==> config.mk <==
export PLATFORM = sky130hd
export DESIGN_NAME = state_log_serializer
export DESIGN_NICKNAME = d
export VERILOG_FILES = /design/src/rtl/state_log_pkg.sv /design/src/rtl/state_log_bit_timer.sv /design/src/rtl/state_log_serializer.sv
export SDC_FILE = /design/constraint.sdc
export NUM_CORES = 1
export LEC_CHECK = 0
export BUFFER_PORTS_ARGS = -buffer_cell sky130_fd_sc_hd__buf_4
export CAP_MARGIN = 15
export CORE_MARGIN = 10
export CORE_UTILIZATION = 58
export DETAILED_ROUTE_END_ITERATION = 12
export PLACE_DENSITY_LB_ADDON = 0.2
export SLEW_MARGIN = 20
export SYNTH_ARGS = -nofsm -noshare
export SYNTH_HDL_FRONTEND = slang
export SYNTH_HIERARCHICAL = 1
export SYNTH_SLANG_ARGS = --single-unit
==> constraint.sdc <==
create_clock -name iClk -period 2 [get_ports iClk]
set_input_delay 0.6 -clock iClk [delete_from_list [all_inputs] [get_ports iClk]]
set_output_delay 0.6 -clock iClk [all_outputs]
set_load 0.05 [all_outputs]
==> src/rtl/state_log_pkg.sv <==
// state_log_pkg: state encodings, frame length and snapshot word order shared by logger, serializer and BMC decoder
package state_log_pkg;
  typedef enum logic [1:0] {ST_IDLE, ST_LOAD, ST_SHIFT} state_t;
  localparam int W_CUR = 3;
  localparam int W_P2 = 2;
  localparam int W_P1 = 1;
  localparam int W_P0 = 0;
  function automatic int frame_len(input int bits);
    return 4 * bits;
  endfunction
endpackage

==> src/rtl/state_log_bit_timer.sv <==
// state_log_bit_timer: bit-period divider producing the period boundary tick and the serial clock
module state_log_bit_timer #(
  parameter int CLK_DIV = 2
) (
  input  logic iClk,
  input  logic iRst_n,
  input  logic en,
  input  logic sclk_en,
  output logic per_tick,
  output logic half,
  output logic oSClk
);
  localparam int PER = 2 * CLK_DIV;
  localparam int DW = $clog2(PER) > 0 ? $clog2(PER) : 1;
  logic [DW-1:0] div_cnt;
  always_ff @(posedge iClk or negedge iRst_n)
    if (!iRst_n) div_cnt <= '0;
    else div_cnt <= (!en || per_tick) ? '0 : div_cnt + 1'b1;
  // per_tick marks the last cycle of a period; the next period starts at its closing edge
  always_comb begin
    per_tick = en && div_cnt == DW'(PER - 1);
    half = div_cnt >= DW'(CLK_DIV);
    oSClk = sclk_en && half;
  end
endmodule

==> src/rtl/state_log_serializer.sv <==
// state_log_serializer: snapshots the four logged state words and shifts them out on SClk/SLoad/SData
module state_log_serializer
  import state_log_pkg::*;
#(
  parameter int bits = 8,
  parameter int CLK_DIV = 2
) (
  input  logic            iClk,
  input  logic            iRst_n,
  input  logic [bits-1:0] iCurState,
  input  logic [bits-1:0] iPrevState2,
  input  logic [bits-1:0] iPrevState1,
  input  logic [bits-1:0] iPrevState0,
  input  logic            iStart,
  input  logic            iAutoEn,
  output logic            oBusy,
  output logic            oDone,
  output logic            oSClk,
  output logic            oSLoad,
  output logic            oSData
);
  localparam int N = frame_len(bits);
  localparam int BW = $clog2(N) > 0 ? $clog2(N) : 1;
  state_t state, state_nx;
  logic [N-1:0] live, snap, last_sent;
  logic [BW-1:0] bit_cnt;
  logic pending, launch, per_tick, last_bit;
  state_log_bit_timer #(.CLK_DIV(CLK_DIV)) u_timer (
    .iClk(iClk),
    .iRst_n(iRst_n),
    .en(state != ST_IDLE),
    .sclk_en(state == ST_SHIFT),
    .per_tick(per_tick),
    .half(),
    .oSClk(oSClk)
  );
  always_comb begin
    live = '0;
    live[W_CUR*bits +: bits] = iCurState;
    live[W_P2*bits +: bits] = iPrevState2;
    live[W_P1*bits +: bits] = iPrevState1;
    live[W_P0*bits +: bits] = iPrevState0;
  end
  always_comb begin
    launch = state == ST_IDLE && (iStart || (iAutoEn && pending));
    last_bit = bit_cnt == BW'(N - 1);
    state_nx = launch ? ST_LOAD :
               state == ST_LOAD && per_tick ? ST_SHIFT :
               state == ST_SHIFT && per_tick && last_bit ? ST_IDLE : state;
    oBusy = state != ST_IDLE;
    oSLoad = state == ST_LOAD;
    oSData = state == ST_SHIFT && snap[N-1];
  end
  always_ff @(posedge iClk or negedge iRst_n)
    if (!iRst_n) begin
      state <= ST_IDLE;
      snap <= '0;
      last_sent <= '0;
      pending <= 1'b0;
      bit_cnt <= '0;
      oDone <= 1'b0;
    end else begin
      state <= state_nx;
      oDone <= state == ST_SHIFT && per_tick && last_bit;
      pending <= !launch && (pending || (iAutoEn && live != last_sent));
      if (launch) begin
        snap <= live;
        last_sent <= live;
      end else if (state == ST_SHIFT && per_tick) snap <= snap << 1;
      bit_cnt <= state != ST_SHIFT ? '0 : per_tick && !last_bit ? bit_cnt + 1'b1 : bit_cnt;
    end
endmodule

Word-level counts from Yosys, hierarchy flattened
Index checks and enable logic that the tools add are counted.
{ "word_totals": {"inputBits": 36, "output_inout_bits": 5, "regBits": 75} }
{ "classes": {"magnitude_cmp": 1, "muxes": 8, "eq_ne": 6, "reduce_logical": 22, "addsub": 2} }
{ "ops": {"columns": ["cell", "n"], "rows": [
  ["$mux 32", 2],
  ["$ne 32x32->1", 1],
  ["$logic_and 1x1->1", 11],
  ["$mux 5", 2],
  ["$mux 2", 4],
  ["$reduce_bool 2->1", 3],
  ["$add 5x1->5 const B", 1],
  ["$eq 5x5->1 const B", 1],
  ["$eq 2x2->1 const B", 2],
  ["$logic_not 1->1", 3],
  ["$logic_or 1x1->1", 3],
  ["$reduce_bool 3->1", 1],
  ["$add 2x1->2 const B", 1],
  ["$eq 2x1->1 const B", 1],
  ["$ge 2x2->1 const B", 1],
  ["$logic_not 2->1", 1],
  ["$ne 2x2->1 const B", 1]
]} }

Longest topological paths before layout
Gate-level depths: netlist of run 1.
{ "depth": {"depth_word": 7, "ltp_mapped": 7, "mapped_depth_nobuf": 7} }

Cells and area by module
Netlist of run 1, hierarchy kept.
{ "modules_own_cells": {"columns": ["mod", "area_each_um2", "seq_area_each_um2", "instances", "cells_per_inst"], "rows": [
  ["state_log_serializer", 3357.0, 1826.8, 1, 322],
  ["state_log_bit_timer", 122.6, 50.0, 1, 10]
]} }

Worst setup path after synthesis of run 1
Ideal clock, no wire load.
{ "synth_timing": {"kind": "register to register", "from": "reg state[1]", "to": "reg bit_cnt[3]", "arrival_ps": 1628, "path_buffers": 0, "required_time_ps": 1882, "synth_period_minus_slack_ps": 1747, "setup_time_ps": 118, "path_stages_with_launch": 8, "setup_slack_ps": 253, "cell_sequence": "dfrtp_1 or2_4 and2_1 inv_1 nor2_1 nand4_1 xor2_1 nor2_1"} }
{ "synth_via": {"elab_chain_cells": 4} }
{ "synth_rtl": {"columns": ["item", "line_no", "source"], "rows": [
  ["start: declaration", "state_log_serializer.sv:24", "state_t state, state_nx;"],
  ["start signal: assignment", "state_log_serializer.sv:63", "state <= state_nx;"],
  ["$reduce_bool 2->1", null, null],
  ["net oBusy", "state_log_serializer.sv:16", "output logic oBusy,"],
  ["$logic_and 1x1->1", "state_log_bit_timer.sv:21", "per_tick = en && div_cnt == DW'(PER - 1);"],
  ["net per_tick", "state_log_serializer.sv:27", "logic pending, launch, per_tick, last_bit;"],
  ["$logic_and 1x1->1", "state_log_serializer.sv:70", "bit_cnt <= state != ST_SHIFT ? '0 : per_tick && !last_bit ? bit_cnt + 1'b1 : bit_cnt;"],
  ["$reduce_bool 2->1 (no line)", null, null],
  ["end signal: assignment", "state_log_serializer.sv:70", null],
  ["end: declaration", "state_log_serializer.sv:26", "logic [BW-1:0] bit_cnt;"]
]} }
The timed path passes the listed nets, and every way through them passes these cells.
A chain may end at the register's enable or synchronous reset.

Worst setup path in the final report of run 1
{ "layout_timing": {"from": "reg state[0]", "to": "out oSClk"} }
{ "layout_via": {"elab_chain_cells": 2} }
{ "layout_rtl": {"columns": ["item", "line_no", "source"], "rows": [
  ["$eq 2x2->1", "state_log_serializer.sv:32", ".sclk_en(state == ST_SHIFT),"],
  ["$logic_and 1x1->1", "state_log_bit_timer.sv:23", "oSClk = sclk_en && half;"],
  ["end: declaration", "state_log_serializer.sv:18", "output logic oSClk,"]
]} }
Every way passes these cells.

==> results_tabular.tex, run 1 <==
\begin{tabular}{lr}
\hline
Metric & Value \\
\hline
\multicolumn{2}{l}{\textbf{Place}} \\
Cell area after placement & 0.00384 mm2 \\
Post-Place Cells & 439 \\
Sum of net half-perimeters after detailed placement & 5120 um \\
Buffers added on ports & 40 \\
GPL Wtd Cong & 0.762 \\
\multicolumn{2}{l}{\textbf{Setup path}} \\
Slowest stage cell on the critical path & sky130\_fd\_sc\_hd\_\_dfrtp\_1 \\
Startpoint-to-endpoint class of the critical path & reg -> out \\
Data required time of the worst path & 1400 ps \\
Cells along the critical path & nand2b\_4 > inv\_4 > and2\_1 > buf\_6 \\
Buffer and inverter count on the worst path & 2 \\
Top fanout value on the critical path & 6 \\
Largest delay share family, worst path & flip-flops \\
Crit start category & flop \\
CP endpoint kind & output port \\
Critical path's largest stage delay & 410 ps \\
Data arrival time of the critical path & 1330 ps \\
\multicolumn{2}{l}{\textbf{GRT}} \\
Vias in the first global route & 2,550 \\
Pin count of the biggest net entering global routing & 55 \\
Antenna violations before repair & 0 \\
GRT Residual Overflow & 0 \\
Global-route wire length before repair & 12,400 um \\
All-layer global routing usage & 0.160 \\
\multicolumn{2}{l}{\textbf{Detailed routing}} \\
Count of antenna-violating nets left after detailed routing & 0 \\
Avg Vias per Cell & 5.22 \\
Vias after detailed routing & 2,385 \\
Number of iterations in the first detailed-routing pass & 6 \\
Initial detailed-routing violation count & 176 \\
Routed Wire Length & 7430 um \\
Final routed wire length divided by cell count & 16.3 um \\
Count of unresolved DRC violations after routing & 0 \\
\multicolumn{2}{l}{\textbf{Yosys}} \\
Net count after synthesis & 371 \\
Mean instance size in the synthesized netlist & 10.5 um2 \\
Netlist area before placement & 0.00347 mm2 \\
Synth Instances & 331 \\
Yosys Warn Count & 6 \\
\multicolumn{2}{l}{\textbf{Power and ir drop}} \\
Leakage dissipation & 2.24 nW \\
Power Total & 3.25 mW \\
Areal power density over the cells & 791 mW/mm2 \\
Peak VDD IR & 0.574 mV \\
\multicolumn{2}{l}{\textbf{Clock network}} \\
CTS H-Tree Depth & 3 \\
Clock-pin slew on the worst setup and hold paths & 80 ps \\
Inserted Clock Buffers & 9 \\
Root Buffer Master & sky130\_fd\_sc\_hd\_\_clkbuf\_8 \\
Number of sinks on the clock net & 75 \\
Clock tree from TritonCTS & done \\
Clock Path Buffers & 2 \\
Clock insertion delay at the later pin of the skew report & 350 ps \\
Cts-stage hold buffer count & 0 \\
\multicolumn{2}{l}{\textbf{Timing}} \\
Ratio of final minimum period to clock period & 0.963 \\
Max Transition Viols Final & 0 \\
Count of final hold-check violations & 0 \\
Worst hold-check slack & 134 ps \\
Slew at the pin closest to its max-slew limit & 416 ps \\
Headroom to the max-slew limit & 0.722 \\
Setup clock skew after layout & 11.0 ps \\
Final setup viols & 0 \\
Achievable frequency & 519 MHz \\
Min cycle time layout & 1930 ps \\
\multicolumn{2}{l}{\textbf{Cells and area}} \\
Final-stage net count & 417 \\
Most frequent cells in the layout & 101 x sky130\_fd\_sc\_hd\_\_nand2\_1, 75 x sky130\_fd\_sc\_hd\_\_dfrtp\_1, 42 x sky130\_fd\_sc\_hd\_\_buf\_4, 34 x sky130\_fd\_sc\_hd\_\_xor2\_1, 33 x sky130\_fd\_sc\_hd\_\_mux2i\_1 \\
Diode insertion count for antenna repair & 0 \\
Post-Layout Inst Area & 0.00411 mm2 \\
Share of layout cells above drive strength 1 & 0.188 \\
Core occupancy in the finished layout & 0.703 \\
Commonest non-fill, non-tap cell in the layout & sky130\_fd\_sc\_hd\_\_nand2\_1 \\
Fillcell total & 447 \\
Relative area change from synthesis to final layout & 18.4\% \\
Final cell count without fillers & 457 \\
\multicolumn{2}{l}{\textbf{Floorplan}} \\
Top Ports & 41 \\
Initial Util & 0.594 \\
Die Height & 97.4 um \\
Standard cell core area & 0.00585 mm2 \\
Number of placement rows & 28 \\
Die Area & 0.00948 mm2 \\
Die width & 97.4 um \\
\multicolumn{2}{l}{\textbf{Min path}} \\
Class of the most critical hold timing path & in -> async \\
\multicolumn{2}{l}{\textbf{Status}} \\
Outcome & finished, final reports clean \\
\multicolumn{2}{l}{\textbf{Job}} \\
Max-capacitance violation count & 0 \\
\hline
\end{tabular}
## per-stage QoR
step / setup TNS, ps / worst slack, ps
4_1_cts: 0 / 3.42
2_1_floorplan: 0 / 253
5_1_grt: -1.73 / -1.73
6_report: 0 / 73.6
3_3_place_gp: 0 / 199
3_5_place_dp: 0 / 162
## layout make-up
| cell class | instances | area (um2) | share of cell area |
|---|---|---|---|
| tap | 75 | 93.8 | 0.0228 |
| clock buffer | 12 | 145 | 0.0353 |
| clock inverter | 4 | 97.6 | 0.0237 |
| sequential | 75 | 1880 | 0.456 |
| timing repair buffer | 48 | 418 | 0.102 |
| multi-input combinational | 240 | 1470 | 0.357 |
| inverter | 3 | 13.8 | 0.00335 |
## where the power goes
part           switching [mW]  internal, mW
clock network           0.541         0.864
logic                   0.125         0.110
registers              0.0378          1.58
total                   0.704          2.55
## timing repair
item | in CTS | in global routing
buffers inserted | 0 | 2
cloned | 0 | 0
setup endpoints to repair | 2 | 2
resized for setup | 1 | 3
## state kept, by name (all words and copies together) (netlist names)
register,flops
last_sent,32
snap,32
bit_cnt,5
state,2
u_timer/div_cnt,2
oDone,1
pending,1
## routing by layer
metal | vias to the layer above | share of wire | track usage
met5 | - | 0 | 0
met4 | 0 | 0.012 | 0.0582
met3 | 8 | 0.039 | 0.0448
met2 | 43 | 0.48 | 0.253
met1 | 1150 | 0.47 | 0.204
li1 | 1184 | - | -
## path summary, 6_finish.rpt
kind                                          from            endpoint  slack [ps]  cells after the start
worst max-delay path                      state[0]               oSClk          70                      4
worst min-delay path                        iRst_n       last_sent[26]         130                      1
worst max register to register          bit_cnt[0]          bit_cnt[3]         170                      7
worst min register to register  u_timer/div_cnt[0]  u_timer/div_cnt[0]         480                      1
max in group asynchronous                   iRst_n             snap[8]        1290                      2
min in group iClk                   iPrevState0[2]        last_sent[2]         470                      3
Power figures use the tool's default switching activity.
==> inputs of run 2 (changes only) <==
==> constraint.sdc (replaced) <==
create_clock -name iClk -period 2 [get_ports iClk]
set_input_delay 0.1 -clock iClk [delete_from_list [all_inputs] [get_ports iClk]]
set_output_delay 0.1 -clock iClk [all_outputs]
set_load 0.05 [all_outputs]
==> run 2 against run 1 <==
Effect of this change:
- non-clock buffer count up 26
- highest routed layer unchanged
- utilization increased by 3.3 points
- sequential share of layout area fell by 2.0 points
==> results_tabular.tex, run 2 (same netlist as run 1, synthesis figures left out) <==
\begin{tabular}{lr}
\hline
Metric & Value \\
\hline
\multicolumn{2}{l}{\textbf{Clock network}} \\
Clock Path Buffers & 2 \\
Inserted Clock Buffers & 9 \\
CTS H-Tree Depth & 3 \\
Clock insertion delay at the later pin of the skew report & 340 ps \\
Root Buffer Master & sky130\_fd\_sc\_hd\_\_clkbuf\_8 \\
Number of sinks on the clock net & 75 \\
Clock-pin slew on the worst setup and hold paths & 70 ps \\
Clock tree from TritonCTS & done \\
Buffer count from post-CTS setup fixing & 0 \\
\multicolumn{2}{l}{\textbf{Place}} \\
Sum of net half-perimeters after detailed placement & 5010 um \\
GPL Wtd Cong & 0.764 \\
Buffers added on ports & 40 \\
Setup Slack @ Placement & 151 ps \\
\multicolumn{2}{l}{\textbf{Power and ir drop}} \\
Share of power burned in the clock network & 0.368 \\
Power share of the combinational group & 0.094 \\
Sequential cell fraction of total power & 0.539 \\
Peak VDD IR & 0.483 mV \\
Int Pwr & 2.29 mW \\
Power Total & 2.99 mW \\
Net switching power of the design & 705 uW \\
Areal power density over the cells & 696 mW/mm2 \\
Leakage dissipation & 2.32 nW \\
Switching power share of the total & 0.235 \\
\multicolumn{2}{l}{\textbf{Cells and area}} \\
Core occupancy in the finished layout & 0.736 \\
Registers with the most flip-flops & last\_sent (32), snap (32), bit\_cnt (5) \\
Fillcell total & 398 \\
Multi-input gate area & 0.00147 mm2 \\
Most frequent cells in the layout & 101 x sky130\_fd\_sc\_hd\_\_nand2\_1, 75 x sky130\_fd\_sc\_hd\_\_dfrtp\_1, 40 x sky130\_fd\_sc\_hd\_\_buf\_4, 34 x sky130\_fd\_sc\_hd\_\_xor2\_1, 33 x sky130\_fd\_sc\_hd\_\_mux2i\_1 \\
Total area of sequential cells & 0.00188 mm2 \\
Share of layout cells above drive strength 1 & 0.160 \\
Diode insertion count for antenna repair & 0 \\
Relative area change from synthesis to final layout & 24.0\% \\
Final-stage net count & 443 \\
Commonest non-fill, non-tap cell in the layout & sky130\_fd\_sc\_hd\_\_nand2\_1 \\
\multicolumn{2}{l}{\textbf{Detailed routing}} \\
Count of antenna-violating nets left after detailed routing & 0 \\
Number of iterations in the first detailed-routing pass & 4 \\
Count of unresolved DRC violations after routing & 0 \\
Avg Vias per Cell & 5.22 \\
Final routed wire length divided by cell count & 15.5 um \\
Vias after detailed routing & 2,515 \\
Routed Wire Length & 7480 um \\
Initial detailed-routing violation count & 110 \\
\multicolumn{2}{l}{\textbf{Setup path}} \\
Top fanout value on the critical path & 5 \\
CP endpoint kind & flop \\
Data arrival time of the critical path & 2120 ps \\
Startpoint-to-endpoint class of the critical path & reg -> reg \\
Data required time of the worst path & 2280 ps \\
Crit start category & flop \\
\multicolumn{2}{l}{\textbf{Timing}} \\
RSZ-0062 raised after global routing & false \\
Achievable frequency & 544 MHz \\
Ratio of final minimum period to clock period & 0.919 \\
Headroom to the max-slew limit & 0.721 \\
Count of final hold-check violations & 0 \\
Setup clock skew after layout & 6.26 ps \\
Min cycle time layout & 1840 ps \\
Max Transition Viols Final & 0 \\
Slew at the pin closest to its max-slew limit & 417 ps \\
Total Negative Setup Slacks & 0 ps \\
Final setup viols & 0 \\
Minimum setup slack in the final design & 161 ps \\
\multicolumn{2}{l}{\textbf{GRT}} \\
All-layer global routing usage & 0.163 \\
Vias in the first global route & 2,655 \\
Antenna violations before repair & 0 \\
GRT Residual Overflow & 0 \\
Global-route wire length before repair & 12,700 um \\
Pin count of the biggest net entering global routing & 64 \\
\multicolumn{2}{l}{\textbf{Floorplan}} \\
Initial Util & 0.594 \\
Number of placement rows & 28 \\
Die Height & 97.4 um \\
Die Area & 0.00948 mm2 \\
Standard cell core area & 0.00585 mm2 \\
Die width & 97.4 um \\
Top Ports & 41 \\
\multicolumn{2}{l}{\textbf{Status}} \\
Outcome & finished, final reports clean \\
\multicolumn{2}{l}{\textbf{Job}} \\
Max-capacitance violation count & 0 \\
\multicolumn{2}{l}{\textbf{Min path}} \\
Class of the most critical hold timing path & in -> reg \\
\hline
\end{tabular}
-- run 2: changes by cell type in the layout (fill, tap and decap cells not counted) --
cell	delta
sky130_fd_sc_hd__clkbuf_1	+1
sky130_fd_sc_hd__buf_4	-2
sky130_fd_sc_hd__buf_6	-2
sky130_fd_sc_hd__dlygate4sd3_1	+30
sky130_fd_sc_hd__clkbuf_8	-1
sky130_fd_sc_hd__inv_1	+1
sky130_fd_sc_hd__clkinvlp_4	-1
sky130_fd_sc_hd__inv_4	-1
sky130_fd_sc_hd__clkinv_2	+2
sky130_fd_sc_hd__bufinv_16	-2
-- run 2: routing by layer --
| metal | GRT usage | part of all wire | wire length [um] | vias to the layer above |
|---|---|---|---|---|
| li1 | - | - | - | 1236 |
| met3 | 0.0441 | 0.045 | 334 | 15 |
| met1 | 0.198 | 0.45 | 3340 | 1210 |
| met2 | 0.262 | 0.48 | 3610 | 54 |
| met4 | 0.0772 | 0.026 | 193 | 0 |
| met5 | 0 | 0 | 0 | - |
-- run 2: final cells by class --
| class | count | share of cell area |
|---|---|---|
| clock buffer | 12 | 0.0314 |
| multi-input combinational | 240 | 0.341 |
| tap | 75 | 0.0218 |
| sequential | 75 | 0.436 |
| inverter | 3 | 0.00262 |
| clock inverter | 3 | 0.00930 |
| timing repair buffer | 74 | 0.158 |
-- run 2: power groups by stage --
stage               logic [mW]  registers, mW  clock network (mW)
floorplan                0.101           1.63                   0
global placement         0.232           1.64                   0
detailed placement       0.236           1.64                   0
CTS                      0.284           1.61                1.12
global route             0.315           1.62                1.18
finish                   0.280           1.61                1.10
-- run 2: worst max-delay path, stage by stage, from the launching register on --
cell and delay (ps):
sky130_fd_sc_hd__dfrtp_1 410, sky130_fd_sc_hd__ha_1 220, sky130_fd_sc_hd__and3_1 190, sky130_fd_sc_hd__ha_1 200, sky130_fd_sc_hd__nor2_1 340, sky130_fd_sc_hd__nand4_1 170
sky130_fd_sc_hd__xor2_1 160, sky130_fd_sc_hd__nor2_1 80
-- run 2: through the flow --
stage                     hold slack (ps)  area (um2)  instances
after floorplan                      -196        3470        331
final                                7.78        4310        482
after detailed placement             71.2        3830        437
after global routing                 9.72        4310        482
after global placement               73.0        3830        437
after CTS                            2.70        4310        482
-- run 2: what timing repair did --
item | 4_1_cts | 5_1_grt
hold buffers | 30 | 0
endpoints found under the setup margin | 0 | 0
resized for setup | 0 | 0
endpoints found under the hold margin | 75 | 0
-- run 2: path summary, 6_finish.rpt --
kind	slack, ps	cells past startpoint	from	end
worst max register to register	160	7	bit_cnt[0]	bit_cnt[3]
worst max-delay path	160	7	bit_cnt[0]	bit_cnt[3]
worst min register to register	480	1	u_timer/div_cnt[0]	u_timer/div_cnt[0]
worst min-delay path	8	3	iAutoEn	pending
min in group asynchronous	230	2	iRst_n	last_sent[27]
max in group asynchronous	1210	3	iRst_n	snap[11]
==> inputs of run 3 (changes only) <==
PLACE_DENSITY = 0.87   (was default)
PLACE_DENSITY_LB_ADDON = default   (was 0.2)
SKIP_CTS_REPAIR_TIMING = 1   (was default)
==> run 3 against run 2 <==
Effect of this change:
- highest routed layer unchanged
- die area is the same
- maximum frequency rose by 2.8%
- non-clock buffer count fell by 9
- via count rose by 1.9%
- register-to-register slack improved by 50 ps
- critical path depth down 1
- the run now ends with negative hold slack left
- global-route usage hardly changed
- power grew 6.9%
- sequential power is essentially flat
- final cell count fell by 1.7%
- worst hold slack got worse by 13 ps
==> results_tabular.tex, run 3 (same netlist as run 1, synthesis figures left out) <==
\begin{tabular}{lr}
\hline
Metric & Value \\
\hline
\multicolumn{2}{l}{\textbf{Status}} \\
Outcome & finished, violations left \\
Violations in the final reports & negative hold slack \\
\multicolumn{2}{l}{\textbf{Cells and area}} \\
Registers with the most flip-flops & last\_sent (32), snap (32), bit\_cnt (5) \\
Diode insertion count for antenna repair & 0 \\
Relative area change from synthesis to final layout & 22.3\% \\
Most frequent cells in the layout & 101 x sky130\_fd\_sc\_hd\_\_nand2\_1, 75 x sky130\_fd\_sc\_hd\_\_dfrtp\_1, 44 x sky130\_fd\_sc\_hd\_\_buf\_4, 34 x sky130\_fd\_sc\_hd\_\_xor2\_1, 33 x sky130\_fd\_sc\_hd\_\_mux2i\_1 \\
Final-stage net count & 434 \\
Fillcell total & 409 \\
Share of layout cells above drive strength 1 & 0.183 \\
Commonest non-fill, non-tap cell in the layout & sky130\_fd\_sc\_hd\_\_nand2\_1 \\
\multicolumn{2}{l}{\textbf{Clock network}} \\
Clock Path Buffers & 2 \\
Root Buffer Master & sky130\_fd\_sc\_hd\_\_clkbuf\_8 \\
Clock insertion delay at the later pin of the skew report & 350 ps \\
Inserted Clock Buffers & 9 \\
Clock-pin slew on the worst setup and hold paths & 80 ps \\
CTS H-Tree Depth & 3 \\
Number of sinks on the clock net & 75 \\
Clock tree from TritonCTS & done \\
\multicolumn{2}{l}{\textbf{Floorplan}} \\
Initial Util & 0.594 \\
Die Area & 0.00948 mm2 \\
Standard cell core area & 0.00585 mm2 \\
Die width & 97.4 um \\
Number of placement rows & 28 \\
Top Ports & 41 \\
Die Height & 97.4 um \\
\multicolumn{2}{l}{\textbf{GRT}} \\
Global-route wire length before repair & 12,700 um \\
Pin count of the biggest net entering global routing & 64 \\
Vias in the first global route & 2,696 \\
All-layer global routing usage & 0.163 \\
Antenna violations before repair & 0 \\
GRT Residual Overflow & 0 \\
\multicolumn{2}{l}{\textbf{Power and ir drop}} \\
Power Total & 3.20 mW \\
Areal power density over the cells & 753 mW/mm2 \\
Leakage dissipation & 2.30 nW \\
Peak VDD IR & 0.780 mV \\
\multicolumn{2}{l}{\textbf{Timing}} \\
Slew at the pin closest to its max-slew limit & 566 ps \\
Worst hold-check slack & -5.39 ps \\
Max Transition Viols Final & 0 \\
Count of final hold-check violations & 4 \\
Headroom to the max-slew limit & 0.623 \\
Achievable frequency & 559 MHz \\
Min cycle time layout & 1790 ps \\
Total Negative Setup Slacks & 0 ps \\
Ratio of final minimum period to clock period & 0.895 \\
RSZ-0062 raised after global routing & false \\
Setup clock skew after layout & 8.44 ps \\
Final setup viols & 0 \\
\multicolumn{2}{l}{\textbf{Setup path}} \\
Slowest stage cell on the critical path & sky130\_fd\_sc\_hd\_\_dfrtp\_1 \\
Critical path's largest stage delay & 450 ps \\
CP endpoint kind & flop \\
Cells along the critical path & or2\_4 > and2\_1 > nand2\_4 > buf\_12 > mux2i\_1 > o21ai\_0 \\
Data required time of the worst path & 2220 ps \\
Startpoint-to-endpoint class of the critical path & reg -> reg \\
Buffer and inverter count on the worst path & 1 \\
Data arrival time of the critical path & 2010 ps \\
Largest delay share family, worst path & simple AND/OR/NAND/NOR gates \\
Crit start category & flop \\
Top fanout value on the critical path & 32 \\
\multicolumn{2}{l}{\textbf{Detailed routing}} \\
Vias after detailed routing & 2,562 \\
Avg Vias per Cell & 5.41 \\
Routed Wire Length & 7790 um \\
Count of unresolved DRC violations after routing & 0 \\
Final routed wire length divided by cell count & 16.4 um \\
Number of iterations in the first detailed-routing pass & 4 \\
Count of antenna-violating nets left after detailed routing & 0 \\
Initial detailed-routing violation count & 200 \\
\multicolumn{2}{l}{\textbf{Place}} \\
Sum of net half-perimeters after detailed placement & 5320 um \\
GPL Wtd Cong & 0.796 \\
Buffers added on ports & 40 \\
\multicolumn{2}{l}{\textbf{Job}} \\
Max-capacitance violation count & 0 \\
\multicolumn{2}{l}{\textbf{Min path}} \\
Class of the most critical hold timing path & in -> reg \\
\hline
\end{tabular}
[run 3: cell count changes in the layout (fill, tap and decap cells not counted)]
cell                            delta
sky130_fd_sc_hd__nor2_1            -1
sky130_fd_sc_hd__clkinv_2          +1
sky130_fd_sc_hd__dlygate4sd3_1    -12
sky130_fd_sc_hd__buf_4             +4
sky130_fd_sc_hd__nor2_2            +1
sky130_fd_sc_hd__clkbuf_8          +2
sky130_fd_sc_hd__bufinv_16         +1
sky130_fd_sc_hd__clkbuf_1          -3
sky130_fd_sc_hd__buf_12            -1
[run 3: path summary, 6_finish.rpt]
check / from / slack, ps / cells after the start / endpoint
max: state[1] / 210 / 6 / snap[8]
min: iCurState[2] / -5 / 3 / last_sent[26]
max reg2reg: state[1] / 210 / 6 / snap[8]
min reg2reg: u_timer/div_cnt[0] / 480 / 1 / u_timer/div_cnt[0]
max in group asynchronous: iRst_n / 1140 / 3 / snap[16]
min in group asynchronous: iRst_n / 290 / 2 / last_sent[28]
[run 3: cell type report]
class                   count  area, um2  area share
clock buffers              11        151      0.0356
clock inverters             5       75.1      0.0177
flip-flops and latches     75       1880       0.442
repair buffers             65        571       0.134
well taps                  75       93.8      0.0221
inverters                   3       11.3     0.00265
multi-input cells         240       1470       0.346
[run 3: worst reg2reg max path, cell delays in order, from the launching register on]
cell	delay, ps
sky130_fd_sc_hd__dfrtp_1	450
sky130_fd_sc_hd__or2_4	310
sky130_fd_sc_hd__and2_1	230
sky130_fd_sc_hd__nand2_4	90
sky130_fd_sc_hd__buf_12	230
sky130_fd_sc_hd__mux2i_1	240
sky130_fd_sc_hd__o21ai_0	110
[run 3: stage by stage]
stage,utilization,worst slack (ps),instances,hold slack [ps],instance area (um2)
2_1_floorplan,-,253,331,-196,3470
4_1_cts,0.695,159,456,-249,4070
3_3_place_gp,0.656,259,440,124,3840
3_5_place_dp,0.656,171,440,132,3840
5_1_grt,0.726,103,474,0.200,4250
6_report,0.726,211,474,-5.39,4250
[run 3: power by group]
part / total, mW / switching, mW / internal, mW
Combinational: 0.270 / 0.137 / 0.133
Clock: 1.32 / 0.554 / 0.764
Sequential: 1.61 / 0.0383 / 1.58
[run 3: metal layers]
| layer | up-vias | track usage | part of all wire | wire (um) |
|---|---|---|---|---|
| li1 | 1223 | - | - | - |
| met1 | 1269 | 0.207 | 0.44 | 3430 |
| met2 | 60 | 0.253 | 0.49 | 3840 |
| met3 | 10 | 0.0462 | 0.049 | 382 |
| met4 | 0 | 0.0705 | 0.017 | 136 |
| met5 | - | 0 | 0 | 0 |
